**src/rtl/alu16_stream_if.sv**
```systemverilog
// Request/result channel bundle for alu16_stream.
// The slave modport is the ALU side; the master modport is the producer/consumer side.
interface alu16_stream_if #(
    parameter int WIDTH = 16
) ();
    logic             in_valid;
    logic             in_ready;
    logic [WIDTH-1:0] in_a;
    logic [WIDTH-1:0] in_b;
    logic [1:0]       in_op;
    logic             out_valid;
    logic             out_ready;
    logic [WIDTH-1:0] out_y;
    logic             out_cout;

    modport master (
        output in_valid, in_a, in_b, in_op, out_ready,
        input  in_ready, out_valid, out_y, out_cout
    );

    modport slave (
        input  in_valid, in_a, in_b, in_op, out_ready,
        output in_ready, out_valid, out_y, out_cout
    );
endinterface

```
**src/rtl/alu16_stream.sv**
```systemverilog
// Handshaked 16-bit ALU front end: one registered compute stage feeding a
// circular result FIFO. Admission is throttled by total occupancy (stage +
// FIFO) so the stage can always push unconditionally.
module alu16_stream #(
    parameter int WIDTH = 16,
    parameter int DEPTH = 4,
    parameter int CNT_W = 16
) (
    input  logic             clk,
    input  logic             rst_n,
    alu16_stream_if.slave    bus,
    output logic [CNT_W-1:0] done_count
);
    localparam int PTR_W = $clog2(DEPTH);
    localparam int OCC_W = $clog2(DEPTH + 2);

    logic             in_fire;
    logic             out_fire;
    logic             stage_valid;
    logic [WIDTH-1:0] stage_y;
    logic             stage_cout;
    logic [WIDTH:0]   sum;
    logic [WIDTH-1:0] res_y;
    logic             res_cout;
    logic [WIDTH-1:0] y_mem [DEPTH];
    logic             c_mem [DEPTH];
    logic [PTR_W-1:0] wr_ptr;
    logic [PTR_W-1:0] rd_ptr;
    logic [OCC_W-1:0] fifo_count;
    logic [OCC_W-1:0] occ;

    function automatic logic [PTR_W-1:0] ptr_next(input logic [PTR_W-1:0] p);
        return (p == PTR_W'(DEPTH - 1)) ? '0 : p + 1'b1;
    endfunction

    // in_ready depends only on registered occupancy, never on in_valid/out_ready.
    assign occ          = OCC_W'(stage_valid) + fifo_count;
    assign bus.in_ready = (occ < OCC_W'(DEPTH));
    assign in_fire      = bus.in_valid & bus.in_ready;

    assign bus.out_valid = (fifo_count != '0);
    assign out_fire      = bus.out_valid & bus.out_ready;
    assign bus.out_y     = bus.out_valid ? y_mem[rd_ptr] : '0;
    assign bus.out_cout  = bus.out_valid ? c_mem[rd_ptr] : 1'b0;

    // ALU datapath on unsigned operands; SUB carry means "no borrow".
    always_comb begin
        sum      = {1'b0, bus.in_a} + {1'b0, bus.in_b};
        res_y    = '0;
        res_cout = 1'b0;
        case (bus.in_op)
            2'b00: begin
                res_y    = sum[WIDTH-1:0];
                res_cout = sum[WIDTH];
            end
            2'b01: begin
                res_y    = bus.in_a - bus.in_b;
                res_cout = (bus.in_a >= bus.in_b);
            end
            2'b10:   res_y = bus.in_a & bus.in_b;
            default: res_y = bus.in_a | bus.in_b;
        endcase
    end

    // Compute stage: captures a result on every accepted request.
    always_ff @(posedge clk or negedge rst_n) begin
        if (!rst_n) begin
            stage_valid <= 1'b0;
            stage_y     <= '0;
            stage_cout  <= 1'b0;
        end else begin
            stage_valid <= in_fire;
            if (in_fire) begin
                stage_y    <= res_y;
                stage_cout <= res_cout;
            end
        end
    end

    // FIFO storage: the stage result is written whenever the stage is valid.
    always_ff @(posedge clk) begin
        if (stage_valid) begin
            y_mem[wr_ptr] <= stage_y;
            c_mem[wr_ptr] <= stage_cout;
        end
    end

    // FIFO pointers and count; simultaneous push and pop leave the count unchanged.
    always_ff @(posedge clk or negedge rst_n) begin
        if (!rst_n) begin
            wr_ptr     <= '0;
            rd_ptr     <= '0;
            fifo_count <= '0;
        end else begin
            if (stage_valid) wr_ptr <= ptr_next(wr_ptr);
            if (out_fire)    rd_ptr <= ptr_next(rd_ptr);
            case ({stage_valid, out_fire})
                2'b10:   fifo_count <= fifo_count + 1'b1;
                2'b01:   fifo_count <= fifo_count - 1'b1;
                default: fifo_count <= fifo_count;
            endcase
        end
    end

    // Completed-operation counter, free-running wrap.
    always_ff @(posedge clk or negedge rst_n) begin
        if (!rst_n) done_count <= '0;
        else if (out_fire) done_count <= done_count + 1'b1;
    end
endmodule

```
**src/flat_wrapper.sv**
```systemverilog
// flat-port wrapper written by rule: the top's interface ports become plain ports
module alu16_stream_flat 
#(
    parameter int WIDTH = 16,
    parameter int DEPTH = 4,
    parameter int CNT_W = 16
)
  (clk, rst_n, done_count, bus_in_valid, bus_in_a, bus_in_b, bus_in_op, bus_out_ready, bus_in_ready, bus_out_valid, bus_out_y, bus_out_cout);
  alu16_stream_if #(.WIDTH(WIDTH)) bus_i ();
  input  logic clk;
  input  logic rst_n;
  output logic [CNT_W-1:0] done_count;
  input wire logic [$bits(bus_i.in_valid)-1:0] bus_in_valid;
  input wire logic [$bits(bus_i.in_a)-1:0] bus_in_a;
  input wire logic [$bits(bus_i.in_b)-1:0] bus_in_b;
  input wire logic [$bits(bus_i.in_op)-1:0] bus_in_op;
  input wire logic [$bits(bus_i.out_ready)-1:0] bus_out_ready;
  output wire logic [$bits(bus_i.in_ready)-1:0] bus_in_ready;
  output wire logic [$bits(bus_i.out_valid)-1:0] bus_out_valid;
  output wire logic [$bits(bus_i.out_y)-1:0] bus_out_y;
  output wire logic [$bits(bus_i.out_cout)-1:0] bus_out_cout;
  assign bus_i.in_valid = bus_in_valid;
  assign bus_i.in_a = bus_in_a;
  assign bus_i.in_b = bus_in_b;
  assign bus_i.in_op = bus_in_op;
  assign bus_i.out_ready = bus_out_ready;
  assign bus_in_ready = bus_i.in_ready;
  assign bus_out_valid = bus_i.out_valid;
  assign bus_out_y = bus_i.out_y;
  assign bus_out_cout = bus_i.out_cout;
  alu16_stream #(.WIDTH(WIDTH), .DEPTH(DEPTH), .CNT_W(CNT_W)) u_core (.clk(clk), .rst_n(rst_n), .bus(bus_i), .done_count(done_count));
endmodule
```
**config.mk**
```make
export PLATFORM = sky130hd
export DESIGN_NAME = alu16_stream_flat
export DESIGN_NICKNAME = d
export VERILOG_FILES = /design/src/rtl/alu16_stream_if.sv /design/src/rtl/alu16_stream.sv /design/src/flat_wrapper.sv
export SDC_FILE = /design/constraint.sdc
export NUM_CORES = 1
export LEC_CHECK = 0
export BUFFER_PORTS_ARGS = -buffer_cell sky130_fd_sc_hd__buf_2
export CAP_MARGIN = 20
export CORE_ASPECT_RATIO = 0.9
export CORE_UTILIZATION = 45
export DETAILED_ROUTE_END_ITERATION = 10
export PLACE_DENSITY_LB_ADDON = 0.08
export REMOVE_ABC_BUFFERS = 1
export SLEW_MARGIN = 20
export SYNTH_ARGS = -nofsm -noshare
export SYNTH_HDL_FRONTEND = slang
export SYNTH_SLANG_ARGS = --single-unit
```
**constraint.sdc**
```tcl
create_clock -name clk -period 2.1 [get_ports clk]
set_input_delay 0.21 -clock clk [delete_from_list [all_inputs] [get_ports clk]]
set_output_delay 0.21 -clock clk [all_outputs]
set_load 0.01 [all_outputs]
```
Yosys cells after proc, flatten, opt, wreduce, memory -nomap -nowiden
Memory sizes are Yosys's and may differ from the RTL's.
Cells that the tools add are included.
Operators by class
  bitwise logic cells: 4
  reduce and logical (&&, ||, !) cells: 3
  multiplexer cells: 9
  add/sub/neg operators: 8
  $lt $le $gt $ge: 2
  eq/ne operators: 6
Operator list (count)
  case mux 16 bit (3 select lines): 1
  adder 16 x 16 -> 17 bit: 1
  adder 16 x 1 -> 16 bit (second input constant): 1
  AND 16 bit: 1
  >= comparator 16 bit: 1
  2-to-1 mux 16 bit: 1
  OR 16 bit: 1
  subtractor 16 bit: 1
  == test 2 bit (second input constant): 4
  case mux 3 bit (2 select lines): 1
  adder 2 x 1 -> 2 bit (second input constant): 2
  == test 2 x 1 -> 1 bit (second input constant): 2
  2-to-1 mux 2 bit: 2
  adder 1 x 3 -> 3 bit: 1
  adder 3 x 1 -> 3 bit (second input constant): 1
  < comparator 3 bit (second input constant): 1
  2-to-1 mux 1 bit: 3
  nonzero test 3 bit: 1
  subtractor 3 x 1 -> 3 bit (second input constant): 1
  AND 1 bit: 2
  logical NOT 2 bit: 1
  case mux 1 bit (2 select lines): 1
  nonzero test 2 bit: 1
Storage, ports and cells
  bits in registers: 41
  bits in writable memories: 68
  word-level logic and storage cells: 41
  input port bits: 38
  memories kept: 2
  output and inout port bits: 35
Memories
  u_core.y_mem: words 4, width 16, rd ports 1, clocked after Yosys merged registers in 0, wr ports 1, RTL line alu16_stream.sv:25  | logic [WIDTH-1:0] y_mem [DEPTH];
  u_core.c_mem: words 4, width 1, rd ports 1, clocked after Yosys merged registers in 0, wr ports 1, RTL line alu16_stream.sv:26  | logic c_mem [DEPTH];

Longest topological paths before layout
  word-level depth: 4
  mapped depth: 10
  gate-level depth less buffers: 10

Least setup slack after synthesis
No wires, ideal clock.
  kind: input port to flip-flop
  start point: input port bus_in_a[0]
  end point: register u_core.stage_y[14]
  data required time: 1.978 ns
  buffers on the path: 0
  setup time: 0.122 ns
  setup slack: -0.067 ns
  data arrival time: 2.045 ns
  cell stages on the path: 9
  path through: inv_1 -> ha_1 -> fa_1 -> o21bai_2 -> a2111oi_1 -> nor3_1 -> a221oi_1 -> or4_1 -> a32o_1
On the way
  cells in the longest elaborated chain, start to end: 2
  elaborated cells on any way between the ends: 3
  classes of those cells: add/sub (2); mux (1)
Ends and longest elaborated chain
  from (decl): RTL line flat_wrapper.sv:14  | input wire logic [$bits(bus_i.in_a)-1:0] bus_in_a;
  subtractor 16 bit / adder 16 x 16 -> 17 bit (equally long branches): RTL line alu16_stream.sv:57, alu16_stream.sv:48
  case mux 16 bit (3 select lines) (*): RTL line alu16_stream.sv:51  | case (bus.in_op)
  to (signal assigned): RTL line alu16_stream.sv:74  | stage_y <= res_y;
  to (decl): RTL line alu16_stream.sv:20  | logic [WIDTH-1:0] stage_y;
Mark *: on every way between the ends. The rest lies on a longest branch, timed or not.
A chain may end at the register's enable or synchronous reset.

Final worst setup path
Same ends and word-level chain as after synthesis.

==> summary.md <==
| Metric | Value |
|---|---|
| CTS H-Tree Depth | `3` |
| R2R Setup Slk | `0.16 ns` |
| Synth unique cells | `69` |
| Final hold violations | `0` |
| Clock-pin transition on the worst setup and hold timing paths | `0.07 ns` |
| Ant diodes | `0` |
| Worst relative slew slack | `0.6995` |
| Synth warnings | `0` |
| Psw | `2.829 mW` |
| CTS tree | `yes` |
| Register area share after synthesis | `0.4600` |
| DR WL/cell | `16.29 um` |
| Number of global-route vias before repair | `5071` |
| Die area | `15310 um2` |
| Gpl congestion | `0.9312` |
| Ports | `73` |
| Outcome | `finished clean` |
| Placed cell count | `953` |
| Initial Util | `0.4677` |
| P&R area growth vs syn | `26.54%` |
| Max VDD drop | `0.8108 mV` |
| Max Clk Rate | `501.5 MHz` |
| Clock sinks | `109` |
| Leak | `3.700 nW` |
| Grt ovf | `0` |
| Core ar. | `14260 um2` |
| FF-to-FF End | `u_core.fifo_count[1]` |
| Mapped Cells | `603` |
| DRC violations left | `0` |
| Total track usage | `0.2180` |
| Largest net degree at the start of global routing | `31` |
| RR Startpoint | `u_core.fifo_count[1]` |
| Kind of critical path | `input pin to flip-flop` |
| DRC marker count from the first detailed-route iteration | `394` |
| Post-Syn Area | `6670 um2` |
| Share of cells above drive strength 1 | `0.3265` |
| Port Buffers | `72` |
| Most common cell after layout, fill and taps aside | `buf_4` |
| Post-synth EDFFs | `68` |
| Switching Fraction | `0.3376` |
| Setup-failing EPs final | `0` |
| Clock Skew | `0.009611 ns` |
| Setup slack after placement | `-0.4408 ns` |
| Layout Nets | `876` |
| Post-synth top flop | `edfxtp_1` |
| Post-synthesis async set-or-reset flop share | `0.3761` |
| Most frequent cells in the layout | `buf_4, buf_2, edfxtp_1, ha_1, nand2_1` |
| CP endpoint kind | `flip-flop` |
| Total routed wirelength | `15870 um` |
| Vias per std cell | `5.299` |
| Maximum Capacitance Violations | `0` |
| Worst-Margin Slew | `0.4394 ns` |
| DP HPWL | `11990 um` |
| RSZ-0062 raised after global routing | `yes` |
| CTS Buffer Depth | `2` |
| Final setup margin | `0.1060 ns` |
| Part of the power in registers | `0.416` |
| Die H | `117.5 um` |
| Tightest Hold Check Type | `input pin to async pin` |
| Path depth of the worst reg2reg path | `6` |
| #FFs+latches synth | `109` |
| Initial antenna violation count | `0` |
| Int Pwr | `5.552 mW` |
| Antenna-violating nets left | `0` |
| Final period utilization | `0.9495` |
| Clk_lat worst skew | `0.34 ns` |
| First-pass GRT wire length | `25740 um` |
| Fin Setup TNS | `0 ns` |
| Combinational power share | `0.388` |
| Chip width | `130.3 um` |
| Non-filler instance count after layout | `974` |
| Iteration count of the initial detailed-routing pass | `5` |
| Root Driver | `clkbuf_16` |
| Worst endpoint required time | `2.33 ns` |
| Total chip power | `8.382 mW` |
| Crit-path max FO | `3` |
| Via count | `5161` |
| Placement row count | `41` |
| Slew Viols, Final | `0` |
| WP data arrival | `2.22 ns` |
| Total CTS buffers | `9` |
| Clock power frac | `0.196` |
| Power density over the cells | `993.0 nW/um2` |
| Avg Inst Size Synth | `11.06 um2` |
| Post-layout min period | `1.994 ns` |
| Worst setup SP type | `input pin` |
## power by group through the flow
| stage | registers [mW] | clock network, mW | logic [mW] |
|---|---|---|---|
| after CTS | 3.49 | 1.69 | 3.24 |
| after detailed placement | 3.53 | 0 | 3.22 |
| after global placement | 3.45 | 0 | 3.15 |
| after floorplan | 3.52 | 0 | 1.84 |
| after global routing | 3.56 | 1.78 | 3.62 |
| final | 3.49 | 1.65 | 3.25 |
## critical path, stage by stage
cell,delay [ns]
buf_2,0.09
inv_2,0.04
ha_2,0.16
fa_2,0.37
o21bai_4,0.20
a2111oi_4,0.10
nor3_2,0.16
buf_4,0.14
a221oi_2,0.06
or4_1,0.42
a32o_1,0.27
## how the worst max path moves through the flow
stage,startpoint,end,slack (ns),cells after the start
after floorplan,bus_in_a[0],u_core.stage_y[14],-0.07,9
after global placement,bus_in_a[0],u_core.stage_y[14],-0.34,10
after CTS,bus_in_b[0],u_core.stage_y[12],0.003,12
after global routing,bus_in_a[0],u_core.stage_y[10],-0.009,12
final,bus_in_a[0],u_core.stage_y[14],0.11,11
after detailed placement,bus_in_a[0],u_core.stage_y[14],-0.44,10
## routing by layer
layer  GRT usage  vias to the layer above  share of wire
li1            -                     2509              -
met1      0.3096                     2516           0.48
met2      0.3454                      117           0.47
met3     0.03364                       19          0.035
met4     0.05963                        0          0.015
met5           0                        -              0
## cells by family after synthesis
logic type / share of synthesized area
and+or+nand+nor: 0.1231
AOI/OAI and AO/OA: 0.1315
muxes: 0.07184
adders and majority gates: 0.1197
DFF: 0.4600
buffers and inverters: 0.04933
xor gates and xnor gates: 0.04464
## sequential cells by signal, indices dropped and copies added (netlist names)
name,count
u_core.c_mem,4
u_core.done_count,16
u_core.fifo_count,3
u_core.rd_ptr,2
u_core.stage_cout,1
u_core.stage_valid,1
u_core.stage_y,16
u_core.wr_ptr,2
u_core.y_mem,64
## layout make-up
cell class	count	area, um2
flip-flops and latches	109	3068
clock inverters	7	65.06
multi-input cells	414	3396
clock buffers	9	225.2
well taps	193	241.5
fillers	1261	5821
inverters	56	210.2
repair buffers	186	1235
## repair_timing
action                     in CTS  in global routing
hold endpoints to repair       13                  0
hold buffers                    1                  0
pin swaps                       1                 10
cloned                          0                  0
gates resized for setup         1                 24
setup endpoints to repair       1                  6
setup buffers                   2                  2
## Yosys cell counts (4+ instances only)
cell,count,area share
a211oi_1,7,0.0079
a21oi_1,32,0.024
a22oi_1,4,0.0045
a31oi_1,5,0.0047
and2_1,22,0.021
buf_2,8,0.0060
clkbuf_1,10,0.0056
dfrtp_1,41,0.15
edfxtp_1,68,0.31
ha_1,59,0.11
inv_1,51,0.029
mux2i_1,4,0.0060
mux4_2,18,0.061
nand2_1,53,0.030
nand2b_1,4,0.0038
nand3_1,7,0.0053
nand4_1,8,0.0075
nor2_1,33,0.019
nor2b_1,4,0.0038
nor3_1,9,0.0068
nor4_1,4,0.0038
o211ai_1,9,0.010
o21a_1,6,0.0068
o21ai_0,31,0.023
o31ai_1,5,0.0056
xnor2_1,24,0.032
xor2_1,10,0.013
## per-stage QoR
stage | utilization | instance area (um2) | hold slack (ns)
final | 0.5919 | 8441 | 0.3006
after global routing | 0.5919 | 8441 | 0.3564
after CTS | 0.5824 | 8305 | 0.2920
after detailed placement | 0.5598 | 7984 | 0.1330
after global placement | 0.5598 | 7984 | 0.1249
after floorplan | - | 6551 | -0.08559
No activity file was read; power rests on OpenSTA's default activity.
